## src/rtl/boot_loader_pkg.sv

```systemverilog
// Shared types and elaboration helpers for the serial boot loader.
// Optional checksum support is selected with BOOT_LOADER_CHECKSUM_EN.
package boot_loader_pkg;

    typedef enum logic [2:0] {
        ST_HDR_LEN,
        ST_HDR_ADDR,
        ST_PAYLOAD,
        ST_WRITE,
        ST_CHECK,
        ST_DONE,
        ST_ERROR
    } boot_state_t;

    // Number of bytes in each header field (length and base address).
    function automatic int hdr_field_bytes(input int addr_w);
        return addr_w / 8;
    endfunction

    // Index width that stays legal (>= 1 bit) for single-entry counts.
    function automatic int idx_width(input int n);
        return (n > 1) ? $clog2(n) : 1;
    endfunction

endpackage

```

## src/rtl/boot_loader_byte_packer.sv

```systemverilog
// Lane-indexed byte-to-word assembler; closing a word clears it so that
// the lanes of a following partial word read as zero.
module byte_packer
    import boot_loader_pkg::*;
#(
    parameter int WORD_BYTES = 4
) (
    input  logic                    clk,
    input  logic                    reset,
    input  logic                    push_i,
    input  logic                    close_i,
    input  logic                    clear_i,
    input  logic [7:0]              byte_i,
    output logic [8*WORD_BYTES-1:0] word_o,
    output logic                    last_lane_o
);

    localparam int IDX_W = idx_width(WORD_BYTES);

    logic [IDX_W-1:0]        idx_q;
    logic [8*WORD_BYTES-1:0] word_q;
    logic [8*WORD_BYTES-1:0] word_d;

    // word_d already holds the incoming byte, so the top can latch a
    // closing word in the same cycle the last byte is accepted.
    always_comb begin
        word_d = word_q;
        for (int k = 0; k < WORD_BYTES; k++) begin
            if (idx_q == IDX_W'(k)) begin
                word_d[8*k +: 8] = byte_i;
            end
        end
    end

    assign word_o      = word_d;
    assign last_lane_o = (idx_q == IDX_W'(WORD_BYTES - 1));

    always_ff @(posedge clk) begin
        if (reset || clear_i) begin
            idx_q  <= '0;
            word_q <= '0;
        end else if (push_i) begin
            if (close_i) begin
                idx_q  <= '0;
                word_q <= '0;
            end else begin
                idx_q  <= idx_q + IDX_W'(1);
                word_q <= word_d;
            end
        end
    end

endmodule

```

## src/rtl/boot_loader.sv

```systemverilog
// Serial program loader: header (length, base), little-endian word assembly
// and valid/ready memory writes. BOOT_LOADER_CHECKSUM_EN adds a trailing sum byte.
module boot_loader
    import boot_loader_pkg::*;
#(
    parameter int WORD_BYTES = 4,
    parameter int ADDR_W     = 32,
    parameter int ADDR_STEP  = WORD_BYTES
) (
    input  logic                    clk,
    input  logic                    reset,
    input  logic                    restart,
    input  logic [7:0]              rx_data,
    input  logic                    rx_valid,
    output logic                    rx_ready,
    output logic [ADDR_W-1:0]       mem_addr,
    output logic [8*WORD_BYTES-1:0] mem_data,
    output logic                    mem_valid,
    input  logic                    mem_ready,
    output logic                    done,
    output logic                    error
);

    localparam int HB     = hdr_field_bytes(ADDR_W);
    localparam int HIDX_W = idx_width(HB);
    localparam int DW     = 8 * WORD_BYTES;

    boot_state_t         state_q;
    logic [HIDX_W-1:0]   hdr_idx_q;
    logic [ADDR_W-1:0]   hdr_sr_q;
    logic [ADDR_W-1:0]   hdr_d;
    logic [ADDR_W-1:0]   remaining_q;
    logic [ADDR_W-1:0]   mem_addr_q;
    logic [DW-1:0]       mem_data_q;
    logic                mem_valid_q;
    logic                done_q;
    logic                rx_fire;
    logic                hdr_last;
    logic                pk_push;
    logic                pk_close;
    logic                pk_clear;
    logic                pk_last_lane;
    logic [DW-1:0]       pk_word;
`ifdef BOOT_LOADER_CHECKSUM_EN
    logic [7:0]          csum_q;
    logic                error_q;
`endif

    always_comb begin
        rx_ready = 1'b0;
        case (state_q)
            ST_HDR_LEN, ST_HDR_ADDR, ST_PAYLOAD, ST_CHECK: rx_ready = 1'b1;
            default:                                       rx_ready = 1'b0;
        endcase
    end

    assign rx_fire  = rx_valid && rx_ready;
    assign hdr_last = (hdr_idx_q == HIDX_W'(HB - 1));

    // Header field with the current byte merged into its lane.
    always_comb begin
        hdr_d = hdr_sr_q;
        for (int i = 0; i < HB; i++) begin
            if (hdr_idx_q == HIDX_W'(i)) begin
                hdr_d[8*i +: 8] = rx_data;
            end
        end
    end

    assign pk_push  = rx_fire && (state_q == ST_PAYLOAD);
    assign pk_close = pk_push && (pk_last_lane || (remaining_q == ADDR_W'(1)));
    assign pk_clear = restart && ((state_q == ST_DONE) || (state_q == ST_ERROR));

    byte_packer #(
        .WORD_BYTES (WORD_BYTES)
    ) u_packer (
        .clk         (clk),
        .reset       (reset),
        .push_i      (pk_push),
        .close_i     (pk_close),
        .clear_i     (pk_clear),
        .byte_i      (rx_data),
        .word_o      (pk_word),
        .last_lane_o (pk_last_lane)
    );

    always_ff @(posedge clk) begin
        if (reset) begin
            state_q     <= ST_HDR_LEN;
            hdr_idx_q   <= '0;
            hdr_sr_q    <= '0;
            remaining_q <= '0;
            mem_addr_q  <= '0;
            mem_data_q  <= '0;
            mem_valid_q <= 1'b0;
            done_q      <= 1'b0;
`ifdef BOOT_LOADER_CHECKSUM_EN
            csum_q      <= '0;
            error_q     <= 1'b0;
`endif
        end else begin
            case (state_q)
                ST_HDR_LEN: begin
                    if (rx_fire) begin
                        hdr_sr_q <= hdr_d;
                        if (hdr_last) begin
                            hdr_idx_q   <= '0;
                            remaining_q <= hdr_d;
                            state_q     <= ST_HDR_ADDR;
                        end else begin
                            hdr_idx_q <= hdr_idx_q + HIDX_W'(1);
                        end
                    end
                end
                ST_HDR_ADDR: begin
                    if (rx_fire) begin
                        hdr_sr_q <= hdr_d;
                        if (hdr_last) begin
                            hdr_idx_q  <= '0;
                            mem_addr_q <= hdr_d;
                            if (remaining_q != '0) begin
                                state_q <= ST_PAYLOAD;
                            end else begin
`ifdef BOOT_LOADER_CHECKSUM_EN
                                state_q <= ST_CHECK;
`else
                                state_q <= ST_DONE;
                                done_q  <= 1'b1;
`endif
                            end
                        end else begin
                            hdr_idx_q <= hdr_idx_q + HIDX_W'(1);
                        end
                    end
                end
                ST_PAYLOAD: begin
                    if (rx_fire) begin
                        remaining_q <= remaining_q - ADDR_W'(1);
`ifdef BOOT_LOADER_CHECKSUM_EN
                        csum_q      <= csum_q + rx_data;
`endif
                        if (pk_close) begin
                            mem_data_q  <= pk_word;
                            mem_valid_q <= 1'b1;
                            state_q     <= ST_WRITE;
                        end
                    end
                end
                ST_WRITE: begin
                    if (mem_ready) begin
                        mem_valid_q <= 1'b0;
                        mem_addr_q  <= mem_addr_q + ADDR_W'(ADDR_STEP);
                        if (remaining_q != '0) begin
                            state_q <= ST_PAYLOAD;
                        end else begin
`ifdef BOOT_LOADER_CHECKSUM_EN
                            state_q <= ST_CHECK;
`else
                            state_q <= ST_DONE;
                            done_q  <= 1'b1;
`endif
                        end
                    end
                end
`ifdef BOOT_LOADER_CHECKSUM_EN
                ST_CHECK: begin
                    if (rx_fire) begin
                        if (rx_data == csum_q) begin
                            state_q <= ST_DONE;
                            done_q  <= 1'b1;
                        end else begin
                            state_q <= ST_ERROR;
                            error_q <= 1'b1;
                        end
                    end
                end
`endif
                ST_DONE, ST_ERROR: begin
                    if (restart) begin
                        state_q     <= ST_HDR_LEN;
                        done_q      <= 1'b0;
                        hdr_idx_q   <= '0;
                        remaining_q <= '0;
`ifdef BOOT_LOADER_CHECKSUM_EN
                        csum_q      <= '0;
                        error_q     <= 1'b0;
`endif
                    end
                end
                default: state_q <= ST_HDR_LEN;
            endcase
        end
    end

    assign mem_addr  = mem_addr_q;
    assign mem_data  = mem_data_q;
    assign mem_valid = mem_valid_q;
    assign done      = done_q;
`ifdef BOOT_LOADER_CHECKSUM_EN
    assign error     = error_q;
`else
    assign error     = 1'b0;
`endif

endmodule

```

## config.mk

```make
export PLATFORM = sky130hd
export DESIGN_NAME = boot_loader
export DESIGN_NICKNAME = d
export VERILOG_FILES = /design/src/rtl/boot_loader_pkg.sv /design/src/rtl/boot_loader_byte_packer.sv /design/src/rtl/boot_loader.sv
export SDC_FILE = /design/constraint.sdc
export NUM_CORES = 1
export LEC_CHECK = 0
export BUFFER_PORTS_ARGS = -buffer_cell sky130_fd_sc_hd__buf_2
export CAP_MARGIN = 20
export CORE_MARGIN = 3
export CORE_UTILIZATION = 55
export DETAILED_ROUTE_END_ITERATION = 10
export PLACE_DENSITY_LB_ADDON = 0.2
export SLEW_MARGIN = 10
export SYNTH_ARGS = -nofsm -noshare
export SYNTH_HDL_FRONTEND = slang
export SYNTH_SLANG_ARGS = --single-unit
```

## constraint.sdc

```tcl
create_clock -name clk -period 2.9 [get_ports clk]
set_input_delay 0.435 -clock clk [delete_from_list [all_inputs] [get_ports clk]]
set_output_delay 0.435 -clock clk [all_outputs]
set_load 0.005 [all_outputs]
```

==> summary.txt <==
Route
  • Met2 WL post-DR: 11.66 mm
  • Via-to-Cell Ratio: approximately 6.3
  • WL final: 24.51 mm
  • Metal1 wirelength: 10.78 mm
  • Met3 routed WL: approximately 1.5 mm
  • Via count: 8259
  • Routed Antenna Nets: 0
  • # DRC: 0
  • Pre-antenna DRT Iters: 5
  • Top sig layer: met4
  • Wire length per cell: 18.79 um
  • DRT iter0 DRCs: 725

Global routing
  • First-pass GRT wire length: 39.54 mm
  • Overflow left after global routing: 0
  • GRT Overall Usage: 27.84%
  • Vias in the first global route: around 7500
  • Largest net degree at the start of global routing: 65
  • Initial antenna violation count: 0

STA
  • Endpoints failing hold: 0
  • Fin crit period: 2703 ps
  • Total negative slack: 0 ps
  • Final Cycle Share: 93.21%
  • Fmax: 369.9 MHz
  • Unrepaired setup endpoints after global routing: false
  • Max Slew Vio Count: 0
  • Clock skew: 7.277 ps
  • Max_slew headroom: between 30% and 40%
  • Final setup fails: 0
  • Hold_ws: 376.4 ps
  • Worst slew pin tran: just under 1000 ps

Worst setup path
  • Reg-to-Reg End: mem_data[1]
  • WS Path Type: register to register
  • Worst Setup Start Kind: register
  • Critical Path AT: 3000 ps
  • Worst R2R Start: remaining_q[0]
  • R2r setup slk: 200 ps
  • CP Max Fanout: 32
  • Crit path capture type: register
  • Cells on worst reg2reg path: 7
  • CP Data Required Time: 3200 ps

Placement
  • Placed cells: 1270
  • Post-detail-place hpwl: 16.78 mm
  • DP Area: 9293 um2
  • I/O Buffers: 79
  • Routability cong.: 1.004

Synth
  • Synth Instances: 1030
  • Primary FF master, synth: dfxtp_1
  • Unique masters post-synth: 77
  • Yosys warns: 0
  • Seq/Total Area, Yosys: 39.18%
  • Number of synthesized flops with an enable pin: 0
  • Net Count, Synth: 1054
  • #FFs+latches synth: 169
  • Area of the mapped netlist: 8636 um2
  • Syn Area/Cell: 8.384 um2
  • Synth async-reset ratio: 0%

CTS
  • H-tree levels: 4
  • Register clock-pin slew on the reported worst setup and hold paths: 60 ps
  • Worst skew pair latency: 430 ps
  • # clock sinks: 169
  • CTS tree: yes
  • CTS Root Cell: clkbuf_16
  • CTS Buf Count: 17
  • Clock Path Buffers: 2

Min path
  • Worst Hold Depth: 3
  • Hold EP: state_q[0]
  • Hold/Removal Path Class: input pin to register
  • Hold Startpoint: rx_valid

Final layout
  • Final cell count without fillers: 1304
  • Share of layout cells above drive strength 1: 16.01%
  • Commonest non-fill, non-tap cell in the layout: dfxtp_1
  • Most frequent cells in the layout: dfxtp_1, nor2_1, buf_2
  • Area growth syn-to-layout: 14.95%
  • Ant. Diodes: 0
  • Nets: 1104
  • Cell area after layout: approximately 9900 um2

Power and ir drop
  • Max VDD drop: 0.0004322 V
  • PD cells: roughly 580 nW/um2
  • Overall Power: 5.764 mW
  • Lkg Pwr: 3.678 nW

Die
  • Core Box Area: 15260 um2
  • IO Pins: between 80 and 90
  • DIE AREA: 17240 um2
  • Die Width: 131.3 um
  • Die Ht: about 130 um
  • Cell Rows: 45
  • Effective utilization at floorplan: 56.60%

Run status
  • Status: complete, no violations

Flow run
  • MaxCap Viol Count: 0
-- Yosys cell counts, drive strengths merged (3+ instances only) --
library cell	count	area, um2
or4	8	67.56
and4	3	26.28
buf	18	97.60
o211ai	4	30.03
nand2b	5	31.28
nor4	21	152.6
a311oi	5	43.79
o32a	3	30.03
nor3	39	200.2
a22oi	7	52.55
nand2	73	274.0
and3	15	93.84
nand3	30	150.1
o22ai	8	50.05
o21ai	61	305.3
and2	3	18.77
clkbuf	72	270.3
nor2b	5	31.28
ha	11	137.6
inv	23	86.33
nand3b	5	37.54
o31ai	4	40.03
mux2i	70	700.7
nand4	15	115.1
a211oi	58	435.4
dfxtp	169	3383
or2	4	25.03
mux2	3	33.78
nor3b	3	27.52
a21oi	57	285.3
o221ai	4	35.03
o32ai	11	96.34
or3	10	62.56
nor2	113	424.2
o311ai	10	87.59
a31oi	13	81.33
a32o	30	300.3
a2111oi	4	35.03
-- stage by stage --
stage	utilization, %	setup WS [ps]
CTS	64.90	140.0
finish	65.06	196.9
detailed placement	60.90	188.9
floorplan	-	452.4
global route	65.06	86.73
global placement	60.90	307.3
-- cell families (layout without fill, tap and decap cells) --
family	count (synthesis)	count (layout)	synth area share, %
multiplexers	73	73	8.505
buffers and inverters	114	177	5.303
AND/OR/NAND/NOR	359	359	20.85
XOR/XNOR	4	4	0.4058
adder cells (fa/ha/maj)	11	11	1.594
flip-flops	169	169	39.18
AO/OA/AOI/OAI	299	299	24.12
other	1	1	0.04342
-- worst max-delay path, cell delays in order (launching register included) --
cell	delay, ps
dfxtp_1	430
ha_1	210
or4b_2	580
or4_1	510
o31ai_4	300
buf_4	190
buf_6	240
a211oi_1	110
-- where the power goes --
part | switching [mW] | internal [mW] | total (mW) | leakage, nW
logic | 0.617 | 0.342 | 0.959 | 2.02
registers | 0.0636 | 2.39 | 2.45 | 1.37
clock network | 0.963 | 1.39 | 2.35 | 0.295
total | 1.64 | 4.12 | 5.76 | 3.68
-- what timing repair did --
item	in CTS	in global routing
hold buffers	0	0
setup endpoints to repair	0	2
gates resized for setup	0	1
setup buffers	0	1
-- layout make-up --
cell class              instances  area, um2
fillers                      1272       5331
multi-input cells             747       4832
flip-flops and latches        169       3383
repair buffers                121      747.0
clock buffers                  19      442.9
well taps                     211      264.0
clock inverters                13      167.7
inverters                      24      90.09
-- state kept, by name, summed over array words and instances, names as in the netlist --
register	flops
state_q	3
u_packer.word_q	32
mem_addr	32
hdr_idx_q	2
done	1
u_packer.idx_q	2
remaining_q	32
mem_valid	1
hdr_sr_q	32
mem_data	32
-- worst max-delay path by stage --
stage | startpoint | endpoint | slack (ps) | cells after the start
6_report | remaining_q[0] | mem_data[1] | 200 | 7
2_1_floorplan | remaining_q[14] | remaining_q[25] | 450 | 7
4_1_cts | remaining_q[0] | mem_data[1] | 140 | 7
3_5_place_dp | remaining_q[0] | mem_data[1] | 190 | 7
5_1_grt | remaining_q[0] | mem_data[1] | 90 | 7
3_3_place_gp | remaining_q[0] | mem_data[3] | 310 | 7
-- metal layers --
layer,global-route usage (%),up-vias
li1,-,3974
met1,37.12,3922
met2,45.42,316
met3,4.862,47
met4,10.44,0
met5,0,-
(Power assumes the default switching activity.)
